--- src/rtl/sm_frame_ctrl.sv ---
// sm_frame_ctrl: frame sequencer that feeds the QPSK signal mapper.
// It accepts a start request and can emit an alternating pilot preamble.
// It then pulls a serial bit stream through a valid/ready handshake and
// packs bit pairs into 2-bit symbols. A frame is FRAME_SYMS payload symbols
// and ends with a one-cycle done pulse.
//
// Optional feature macro: SM_FRAME_PILOT_EN
//   defined   -> PRE_SYMS pilot symbols (11,00,11,...) precede each payload
//   undefined -> IDLE goes straight to PAYLOAD and sym_pilot_o is tied to 0
//
// Ports:
//   clk_i        system clock, rising edge
//   rst_i        synchronous active-high reset
//   start_i      frame request, sampled only in IDLE
//   bit_in_i     serial payload bit
//   bit_valid_i  bit_in_i is valid
//   bit_ready_o  combinational; high while in PAYLOAD
//   sym_out_o    registered symbol to the mapper; holds between valids
//   sym_valid_o  registered one-cycle pulse when sym_out_o is new
//   sym_pilot_o  registered; current valid symbol is a pilot
//   sym_idx_o    registered payload index of current symbol (0 for pilots)
//   busy_o       registered; state is not IDLE
//   done_o       registered one-cycle pulse with the last payload symbol
module sm_frame_ctrl #(
    parameter int unsigned FRAME_SYMS = 512,
    parameter int unsigned PRE_SYMS   = 8,
    parameter int unsigned IW         = $clog2(FRAME_SYMS)
) (
    input  logic          clk_i,
    input  logic          rst_i,
    input  logic          start_i,
    input  logic          bit_in_i,
    input  logic          bit_valid_i,
    output logic          bit_ready_o,
    output logic [1:0]    sym_out_o,
    output logic          sym_valid_o,
    output logic          sym_pilot_o,
    output logic [IW-1:0] sym_idx_o,
    output logic          busy_o,
    output logic          done_o
);

    // Reject parameter sets that would give zero-width counters.
    if (FRAME_SYMS < 1 || PRE_SYMS < 1 || IW < 1) begin : g_cfg_err
        $error("sm_frame_ctrl: FRAME_SYMS, PRE_SYMS and IW must all be >= 1");
    end

    typedef enum logic [1:0] {
        ST_IDLE    = 2'd0,
        ST_PILOT   = 2'd1,
        ST_PAYLOAD = 2'd2,
        ST_DONE    = 2'd3
    } state_e;

    state_e        state_q, state_d;
    logic          half_q, half_d;
    logic          msb_q, msb_d;
    logic [IW-1:0] pay_cnt_q, pay_cnt_d;
    logic [1:0]    sym_out_q, sym_out_d;
    logic          sym_valid_q, sym_valid_d;
    logic [IW-1:0] sym_idx_q, sym_idx_d;
    logic          busy_q, busy_d;
    logic          done_q, done_d;
    logic          hs_c;
    logic          last_sym_c;

`ifdef SM_FRAME_PILOT_EN
    localparam int unsigned PW = (PRE_SYMS > 1) ? $clog2(PRE_SYMS) : 1;

    logic [PW-1:0] pil_cnt_q, pil_cnt_d;
    logic          sym_pilot_q, sym_pilot_d;
    logic          pil_last_c;

    assign pil_last_c  = (pil_cnt_q == PW'(PRE_SYMS - 1));
    assign sym_pilot_o = sym_pilot_q;
`else
    assign sym_pilot_o = 1'b0;
`endif

    // Handshake and final-symbol detection; the second bit of the last pair closes the frame.
    assign hs_c        = bit_valid_i && (state_q == ST_PAYLOAD);
    assign last_sym_c  = hs_c && half_q && (pay_cnt_q == IW'(FRAME_SYMS - 1));
    assign bit_ready_o = (state_q == ST_PAYLOAD);

    // State register.
    always_ff @(posedge clk_i) begin
        if (rst_i) begin
            state_q <= ST_IDLE;
        end else begin
            state_q <= state_d;
        end
    end

    // Next-state logic.
    always_comb begin
        state_d = state_q;
        case (state_q)
            ST_IDLE: begin
                if (start_i) begin
`ifdef SM_FRAME_PILOT_EN
                    state_d = ST_PILOT;
`else
                    state_d = ST_PAYLOAD;
`endif
                end
            end
`ifdef SM_FRAME_PILOT_EN
            ST_PILOT: begin
                if (pil_last_c) begin
                    state_d = ST_PAYLOAD;
                end
            end
`endif
            ST_PAYLOAD: begin
                if (last_sym_c) begin
                    state_d = ST_DONE;
                end
            end
            ST_DONE: begin
                state_d = ST_IDLE;
            end
            default: begin
                state_d = ST_IDLE;
            end
        endcase
    end

    // Output / datapath next values; all registered below.
    always_comb begin
        half_d      = half_q;
        msb_d       = msb_q;
        pay_cnt_d   = pay_cnt_q;
        sym_out_d   = sym_out_q;
        sym_valid_d = 1'b0;
        sym_idx_d   = sym_idx_q;
        busy_d      = (state_d != ST_IDLE);
        done_d      = last_sym_c;
`ifdef SM_FRAME_PILOT_EN
        pil_cnt_d   = pil_cnt_q;
        sym_pilot_d = 1'b0;
`endif
        case (state_q)
            ST_IDLE: begin
                half_d    = 1'b0;
                pay_cnt_d = '0;
`ifdef SM_FRAME_PILOT_EN
                pil_cnt_d = '0;
`endif
            end
`ifdef SM_FRAME_PILOT_EN
            ST_PILOT: begin
                // Even counts send 11, odd counts send 00.
                sym_out_d   = pil_cnt_q[0] ? 2'b00 : 2'b11;
                sym_valid_d = 1'b1;
                sym_pilot_d = 1'b1;
                sym_idx_d   = '0;
                pil_cnt_d   = pil_cnt_q + PW'(1);
            end
`endif
            ST_PAYLOAD: begin
                if (hs_c) begin
                    half_d = ~half_q;
                    if (!half_q) begin
                        msb_d = bit_in_i;
                    end else begin
                        sym_out_d   = {msb_q, bit_in_i};
                        sym_valid_d = 1'b1;
                        sym_idx_d   = pay_cnt_q;
                        pay_cnt_d   = pay_cnt_q + IW'(1);
                    end
                end
            end
            default: begin
            end
        endcase
    end

    // Datapath and output registers.
    always_ff @(posedge clk_i) begin
        if (rst_i) begin
            half_q      <= 1'b0;
            msb_q       <= 1'b0;
            pay_cnt_q   <= '0;
            sym_out_q   <= 2'b00;
            sym_valid_q <= 1'b0;
            sym_idx_q   <= '0;
            busy_q      <= 1'b0;
            done_q      <= 1'b0;
`ifdef SM_FRAME_PILOT_EN
            pil_cnt_q   <= '0;
            sym_pilot_q <= 1'b0;
`endif
        end else begin
            half_q      <= half_d;
            msb_q       <= msb_d;
            pay_cnt_q   <= pay_cnt_d;
            sym_out_q   <= sym_out_d;
            sym_valid_q <= sym_valid_d;
            sym_idx_q   <= sym_idx_d;
            busy_q      <= busy_d;
            done_q      <= done_d;
`ifdef SM_FRAME_PILOT_EN
            pil_cnt_q   <= pil_cnt_d;
            sym_pilot_q <= sym_pilot_d;
`endif
        end
    end

    assign sym_out_o   = sym_out_q;
    assign sym_valid_o = sym_valid_q;
    assign sym_idx_o   = sym_idx_q;
    assign busy_o      = busy_q;
    assign done_o      = done_q;

endmodule

--- config.mk ---
export PLATFORM = sky130hd
export DESIGN_NAME = sm_frame_ctrl
export DESIGN_NICKNAME = d
export VERILOG_FILES = /design/src/rtl/sm_frame_ctrl.sv
export SDC_FILE = /design/constraint.sdc
export NUM_CORES = 1
export LEC_CHECK = 0
export CORE_ASPECT_RATIO = 0.9
export CORE_MARGIN = 3
export CORE_UTILIZATION = 50
export DETAILED_ROUTE_END_ITERATION = 8
export DONT_BUFFER_PORTS = 1
export PLACE_DENSITY = 0.76
export REMOVE_ABC_BUFFERS = 1
export SYNTH_ARGS = -nofsm -noshare
export SYNTH_HDL_FRONTEND = slang
export SYNTH_SLANG_ARGS = --single-unit
--- constraint.sdc ---
create_clock -name clk_i -period 1.2 [get_ports clk_i]
set_input_delay 0.24 -clock clk_i [delete_from_list [all_inputs] [get_ports clk_i]]
set_output_delay 0.24 -clock clk_i [all_outputs]
set_load 0.03 [all_outputs]
# Yosys cells after proc, flatten, opt, wreduce, memory -nomap -nowiden
# Cells that the tools add are included.
# totals
ff_bits,27
in_bits,5
output_inout_bits,16
# op_classes
add_sub_neg,1
eq_ne,4
muxes,9
bitwise_logic,3
reduce_logical,11
# ops
op,n
9-bit two-way mux,2
9-bit one-hot mux with 2 select lines,1
"9-bit by 1-bit adder with 9-bit output, second input constant",1
"9-bit == test, second input constant",1
3-bit AND reduction,3
2-bit two-way mux,2
"2-bit by 1-bit != test with 1-bit output, second input constant",2
2-bit one-hot mux with 2 select lines,1
2-bit nonzero test,2
1-bit logical AND,3
1-bit inverter,3
3-bit OR reduction,1
"2-bit == test, second input constant",1
2-bit logical NOT,1
1-bit two-way mux,2
1-bit one-hot mux with 2 select lines,1
2-bit AND reduction,1

# Logic depth before layout (Yosys ltp)
# Gate-level depths: netlist of the first run.
# logic_depth
word_depth,7
ltp_mapped,6
depth_no_buf,6

# Least setup slack after synthesis of the first run
# OpenSTA, ideal clock, no wires.
# synth_timing
path_type,reg-to-reg
startpoint,register pay_cnt_q[0]
endpoint,register pay_cnt_q[2]
setup_ps,70
t_arrival_ps,1258
required_ps,1130
slack_ps,-128
stages_incl_launch_ff,5
n_path_buf,0
cell_sequence,dfxtp_1 -> ha_1 -> inv_1 -> or4_1 -> a21oi_1
# synth_between
elab_chain_cells,4
# synth_lines
element,line,source
from (decl),58,"logic [IW-1:0] pay_cnt_q, pay_cnt_d;"
from (signal assigned),196,pay_cnt_q <= pay_cnt_d;
9-bit by 1-bit adder with 9-bit output,169,pay_cnt_d = pay_cnt_q + IW'(1);
9-bit two-way mux,163,if (!half_q) begin
9-bit two-way mux,161,if (hs_c) begin
9-bit one-hot mux with 2 select lines,142,case (state_q)
# No other way between the ends. The select of a mux whose other input is x is not followed.
# A chain may end at the register's enable or synchronous reset.

# Worst setup path after layout of the first run
# layout_timing
startpoint,register state_q[0]
endpoint,register pay_cnt_q[5]
# layout_between
elab_chain_cells,4
# layout_lines
element,line,source
from (decl),55,"state_e state_q, state_d;"
from (signal assigned),90,state_q <= state_d;
2-bit == test,"81, 142",
1-bit logical AND,81,assign hs_c = bit_valid_i && (state_q == ST_PAYLOAD);
2-bit by 1-bit != test with 1-bit output (no source line),n/a,
3-bit AND reduction (no source line),n/a,
# Several ways; a longest one is shown, not always the timed one.

==> metrics.md, run 1 <==
| Metric | Value |
|---|---|
| I/O pin count | 21 |
| Startpoint of the most critical setup path | state_q[0]$_SDFF_PP0_ |
| Total GRT Usage | 0.194 |
| Initial core utilization | 0.550 |
| Via total after detailed routing | 1033 |
| Power Density | 932 nW/um^2 |
| Final-layout worst hold slack | 0.0421 ns |
| Transition at the pin with the smallest max-transition slack | 0.749 ns |
| Number of library cell types mapped by synthesis | 30 |
| Number of maximum-capacitance violations | 0 |
| Sort of element at the end of the critical path | flop |
| Root buf cell | clkbuf_4 |
| Number of stages on the worst setup path | 4 |
| Endpoint of the worst setup timing path | pay_cnt_q[5]$_SDFFE_PP0P_ |
| Final count of hold timing violations | 0 |
| Input/output buffers | 0 |
| Final wirelength | 2.92 mm |
| Slowest CP cell | or4_1 |
| Bufs on Longest Clock Path | 2 |
| Global route total overflow | 0 |
| Number of synthesis warnings | 0 |
| Final setup slack of the worst path | -0.161 ns |
| Pin count of the biggest net entering global routing | 20 |
| Iteration count of the initial detailed-routing pass | 4 |
| Arr. time, crit path | 1.63 ns |
| Buffers & Inverters on Critical Path | 1 |
| Number of antenna repair diodes | 0 |
| Number of inserted filler cells in the final layout | 125 |
| Overall die area | 2810 sq um |
| Final number of max-transition violations | 0 |
| Static leakage power | 0.593 nW |
| Kind of cell with the highest combined delay on the critical path | simple AND/OR/NAND/NOR gates |
| Setup slack of the most critical reg-to-reg path | -0.16 ns |
| Number of sinks on the clock net | 27 |
| R2r endpoint | pay_cnt_q[5]$_SDFFE_PP0P_ |
| Height of the die | 50.6 microns |
| Total clock buffers created by CTS | 3 |
| Critical Path, Cell by Cell | buf_6 > nand4b_4 > or4_1 > a21oi_1 |
| Area of all placed cells without fillers | 1510 sq um |
| Seq/Total Area, Yosys | 0.489 |
| Synth-to-layout area growth | 36.2% |
| Die width | 55.6 microns |
| Wire length per cell after detailed routing | 16.6 microns |
| Start-to-end type of the worst setup path | reg -> reg |
| Final setup violation count | 21 |
| Path category of the worst min-delay check | in -> reg |
| Number of flops mapped to enable cells by yosys | 0 |
| Critical path peak fanout | 6 |
| Cell area after placement | 1230 sq um |
| Number of cells on the worst reg-to-reg path | 4 |
| Placeable core region | 2010 sq um |
| Latest clock arrival within the worst-skew pair | 0.33 ns |
| Post-detailed-route via-to-cell ratio | 5.87 |
| Top cells by area in the synthesized netlist | dfxtp_1, nand2_1, a21oi_1 |
| Hold Path Origin | bit_in_i |
| Fraction of layout cells with a size suffix above 1 | 0.424 |
| TritonCTS clock tree | built |
| Detailed-route DRC error count | 0 |
| Type of origin of the critical path | flop |
| Largest stage delay, worst path | 0.43 ns |
| Total negative slack for setup checks | -1.28 ns |
| Fin nets | 159 |
| Site row count | 15 |
| Cell type with the largest total area after synthesis | dfxtp_1 |
| Area share of the largest cell type after synthesis | 0.489 |
| Clk pin slew, worst setup/hold paths | 0.13 ns |
| R2r startpoint | state_q[0]$_SDFF_PP0_ |
| Result of the run | finished, violations left |
| Max Clk Rate | 0.735 GHz |
| Antenna-violating nets left | 0 |
| Post-route clock skew | 0.00319 ns |
| Vias in the first global route | 924 |
| Most common cell in the netlist | nand2_1 |
| Antenna violations before repair | 0 |
| Headroom to the max-slew limit | 0.500 |
| Area taken by flip-flops and latches | 554 sq um |
| Netlist area before placement | 1100 sq um |
| Violations in the final reports | negative setup slack |
| Register bit count reported by yosys | 27 |
| Top cells by instance count after synthesis | nand2_1, dfxtp_1, a21oi_1 |
| Total area of multi-input combinational cells | 637 sq um |
| WP data required | 1.47 ns |
| Final non-filler cell total | 176 |
| Level count of the clock H-tree | 1 |
| Min cycle time layout | 1.36 ns |
| Wire length of the first global-routing pass | 4.17 mm |
| Dominant register cell in the synthesized netlist | dfxtp_1 |
| Average instance area after synthesis | 8.70 sq um |
| Detailed placer's ending HPWL | 1.60 mm |
| Count of mapped cells out of synthesis | 127 |
| Final weighted congestion in routability-driven placement | 0.849 |
| Maximum vdd drop | 0.000746 V |
| Placed cell count | 162 |
| Final period utilization | 1.13 |
| Share of flip-flops with an asynchronous set or reset | 0 |
| RSZ-0062 raised after global routing | yes |
| Total power after layout | 1.40 mW |
| Starting DRC count in detailed routing | 47 |
-- power by group --
part           internal (mW)  switching (mW)
registers              0.903          0.0126
logic                 0.0434          0.0582
clock network          0.131           0.256
total                   1.08           0.326
-- routing by layer --
metal  routed length, microns  track usage  vias up
met1                     1220        0.226      498
li1                         -            -      497
met3                      126       0.0514        8
met2                     1510        0.323       30
met5                        0            0        -
met4                       60        0.105        0
-- placed cells by master, fill, tap and decap left out, types with 2 or more instances in the layout --
cell type   n
nand2_1    23
dfxtp_1    18
buf_4      17
a21oi_1    14
buf_6      10
dfxtp_2     8
a21oi_2     6
nor2_1      4
o31ai_1     4
nand2_2     3
o21ai_0     3
clkbuf_4    3
nand3_2     2
nand4b_1    2
nor3_1      2
and2_1      2
or4_1       2
or4_4       2
nand2_4     2
-- registers in the layout, summed over array words and instances, names as in the netlist --
signal and flops:
busy_o 1, done_o 1, half_q 1, msb_q 1, pay_cnt_q 9, state_q 2, sym_idx_o 9, sym_out_o 2
sym_valid_o 1
-- cell families after synthesis --
| family | after synthesis | synth area share |
|---|---|---|
| AND/OR/NAND/NOR | 55 | 0.270 |
| flip-flops | 27 | 0.489 |
| multiplexers | 1 | 0.00906 |
| buffers and inverters | 9 | 0.0374 |
| adder cells (fa/ha/maj) | 2 | 0.0226 |
| other | 1 | 0.00339 |
| AO/OA/AOI/OAI | 32 | 0.169 |
-- what timing repair did --
item	4_1_cts	5_1_grt
endpoints found under the setup margin	15	24
setup buffers	5	5
pin swaps	6	12
hold endpoints to repair	19	0
hold buffers	1	0
gates resized for setup	25	24
-- how the worst min path moves through the flow --
stage,end,slack [ns],cells past startpoint
5_1_grt,sym_out_o[0]$_SDFFE_PP0P_,0.02,2
6_report,sym_out_o[0]$_SDFFE_PP0P_,0.04,2
2_1_floorplan,half_q$_SDFFE_PP0P_,0.31,1
3_5_place_dp,sym_idx_o[6]$_SDFFE_PP0P_,0.31,1
4_1_cts,sym_out_o[0]$_SDFFE_PP0P_,0.02,2
3_3_place_gp,sym_out_o[0]$_SDFFE_PP0P_,0.31,1
-- area by class of cell --
class | count | area share
multi-input cells | 91 | 0.423
flip-flops and latches | 27 | 0.368
repair buffers | 28 | 0.168
well taps | 25 | 0.0208
clock buffers | 4 | 0.0175
inverters | 1 | 0.00249
-- through the flow --
| stage | util | setup WS, ns |
|---|---|---|
| floorplan | - | -0.129 |
| global placement | 0.614 | -0.0621 |
| detailed placement | 0.614 | -0.113 |
| CTS | 0.694 | -0.137 |
| global route | 0.750 | -0.213 |
| finish | 0.750 | -0.161 |
No activity file was read; power rests on OpenSTA's default activity.
==> run 2, diff against run 1 <==
--- a/config.mk
+++ b/config.mk
@@ -8,6 +8,7 @@
 export CORE_ASPECT_RATIO = 0.9
 export CORE_MARGIN = 3
 export CORE_UTILIZATION = 50
+export CTS_BUF_LIST = sky130_fd_sc_hd__clkbuf_4
 export DETAILED_ROUTE_END_ITERATION = 8
 export DONT_BUFFER_PORTS = 1
 export PLACE_DENSITY = 0.76
==> constraint.sdc (replaced) <==
create_clock -name clk_i -period 1.2 [get_ports clk_i]
set_input_delay 0.24 -clock clk_i [delete_from_list [all_inputs] [get_ports clk_i]]
set_output_delay 0.24 -clock clk_i [all_outputs]
set_load 0.005 [all_outputs]
==> run 2 against run 1 <==
Net effect:
- critical path type unchanged
- clock power grew 6.5%
- critical path depth is the same
- critical endpoint is now pay_cnt_q[2]$_SDFFE_PP0P_
- the run ends with negative hold slack, negative setup slack left
- sequential share of layout area grew 4.0 points
- worst hold slack lost 0.096 ns
- utilization shrank 6.1 points
- global-route usage grew 0.16 points
- routed wire length shrank 17%
==> metrics.md, run 2 (synthesis gave the netlist of run 1 again) <==
| Metric | Value |
|---|---|
| Number of cells on the worst reg-to-reg path | 4 |
| Hold Path Depth | 1 |
| Iteration count of the initial detailed-routing pass | 4 |
| Placed cell count | 162 |
| Maximum vdd drop | 0.000723 V |
| Path category of the worst min-delay check | in -> reg |
| Site row count | 15 |
| R2r startpoint | pay_cnt_q[1]$_SDFFE_PP0P_ |
| Area taken by flip-flops and latches | 564 sq um |
| Violations in the final reports | negative hold slack, negative setup slack |
| Final non-filler cell total | 171 |
| Final-layout worst hold slack | -0.0536 ns |
| Global route total overflow | 0 |
| Level count of the clock H-tree | 1 |
| Final setup slack of the worst path | -0.0438 ns |
| Detailed placer's ending HPWL | 1.63 mm |
| Start-to-end type of the worst setup path | reg -> reg |
| Number of sinks on the clock net | 27 |
| R2r endpoint | pay_cnt_q[2]$_SDFFE_PP0P_ |
| Final count of hold timing violations | 19 |
| Clk pin slew, worst setup/hold paths | 0.14 ns |
| Static leakage power | 0.522 nW |
| Number of antenna repair diodes | 0 |
| Total area of multi-input combinational cells | 564 sq um |
| Overall die area | 2810 sq um |
| Number of inserted filler cells in the final layout | 142 |
| Post-route core utilization | 0.688 |
| Wire length of the first global-routing pass | 4.18 mm |
| Initial core utilization | 0.550 |
| Post-detailed-route via-to-cell ratio | 5.67 |
| Starting DRC count in detailed routing | 22 |
| Input/output buffers | 0 |
| Hold Path Origin | rst_i |
| Height of the die | 50.6 microns |
| Fraction of layout cells with a size suffix above 1 | 0.322 |
| Sort of element at the end of the critical path | flop |
| Pin count of the biggest net entering global routing | 22 |
| Total power after layout | 1.38 mW |
| Die width | 55.6 microns |
| Placeable core region | 2010 sq um |
| Setup slack of the most critical reg-to-reg path | -0.04 ns |
| Latest clock arrival within the worst-skew pair | 0.33 ns |
| Max Clk Rate | 0.804 GHz |
| I/O pin count | 21 |
| Total GRT Usage | 0.195 |
| Result of the run | finished, violations left |
| Power Density | 996 nW/um^2 |
| Fin nets | 154 |
| Final period utilization | 1.04 |
| RSZ-0062 raised after global routing | yes |
| Most used cells in the layout excluding fill and tap cells | nand2_1, a21oi_1, dfxtp_1, buf_4 |
| Wire length per cell after detailed routing | 14.2 microns |
| Critical path peak fanout | 4 |
| Final wirelength | 2.44 mm |
| Number of maximum-capacitance violations | 0 |
| TritonCTS clock tree | built |
| Total clock buffers created by CTS | 3 |
| Worst min-delay path endpoint | half_q$_SDFFE_PP0P_ |
| Synth-to-layout area growth | 25.1% |
| Detailed-route DRC error count | 0 |
| Antenna-violating nets left | 0 |
| Post-route clock skew | 0.00652 ns |
| Final setup violation count | 5 |
| Min cycle time layout | 1.24 ns |
| Type of origin of the critical path | flop |
| Vias in the first global route | 944 |
| Antenna violations before repair | 0 |
| Total negative slack for setup checks | -0.176 ns |
| Final weighted congestion in routability-driven placement | 0.853 |
| Arr. time, crit path | 1.50 ns |
| Via total after detailed routing | 969 |
| Root buf cell | clkbuf_4 |
| Final number of max-transition violations | 0 |
| WP data required | 1.46 ns |
| Bufs on Longest Clock Path | 2 |
| Most common cell after layout, fill and taps aside | nand2_1 |
==> run 2: cell count changes in the layout (fill, tap and decap cells not counted), moves of 3 or more <==
cell,delta
a21oi_1,+5
buf_6,-5
nand2_1,+5
dfxtp_2,-4
nand2_2,-3
a21oi_2,-5
dfxtp_4,+4
==> run 2: worst max-delay path, stage by stage, from the launching register on <==
cell	delay (ns)
dfxtp_4	0.39
ha_4	0.16
inv_2	0.04
or4_1	0.46
a21oi_1	0.14
==> run 2: metrics by stage <==
stage          cell area (sq um)  setup WS [ns]
2_1_floorplan               1070         -0.129
3_3_place_gp                1230        -0.0863
3_5_place_dp                1230         -0.104
4_1_cts                     1340        -0.0507
5_1_grt                     1380        -0.0921
6_report                    1380        -0.0438
==> run 2: how the worst max path moves through the flow <==
stage | from | end | slack (ns) | depth (start not counted)
after global placement | pay_cnt_q[3]$_SDFFE_PP0P_ | pay_cnt_q[7]$_SDFFE_PP0P_ | -0.09 | 3
final | pay_cnt_q[1]$_SDFFE_PP0P_ | pay_cnt_q[2]$_SDFFE_PP0P_ | -0.04 | 4
after CTS | pay_cnt_q[0]$_SDFFE_PP0P_ | pay_cnt_q[2]$_SDFFE_PP0P_ | -0.05 | 4
after global routing | pay_cnt_q[1]$_SDFFE_PP0P_ | pay_cnt_q[2]$_SDFFE_PP0P_ | -0.09 | 4
after floorplan | pay_cnt_q[0]$_SDFFE_PP0P_ | pay_cnt_q[2]$_SDFFE_PP0P_ | -0.13 | 4
after detailed placement | pay_cnt_q[1]$_SDFFE_PP0P_ | pay_cnt_q[2]$_SDFFE_PP0P_ | -0.10 | 4
==> run 2: timing repair <==
item,in CTS,in global routing
setup endpoints to repair,11,16
buffers inserted,3,2
endpoints found under the hold margin,19,19
pin swaps,5,4
resized for setup,22,8
==> run 2: routing by layer <==
metal	vias up	wire length, microns	GRT usage
li1	483	-	-
met1	449	1060	0.214
met2	29	1130	0.325
met3	8	139	0.0617
met4	0	111	0.130
met5	-	0	0
==> run 2: area by class of cell <==
cell class / instances / area share
clock buffers: 4 / 0.0217
multi-input cells: 91 / 0.408
inverters: 1 / 0.00271
flip-flops and latches: 27 / 0.408
repair buffers: 23 / 0.137
well taps: 25 / 0.0226
==> run 2: power breakdown <==
part | leakage (nW) | switching, mW | internal (mW)
clock | 0.0184 | 0.257 | 0.153
sequential | 0.224 | 0.00649 | 0.894
combinational | 0.280 | 0.0333 | 0.0319
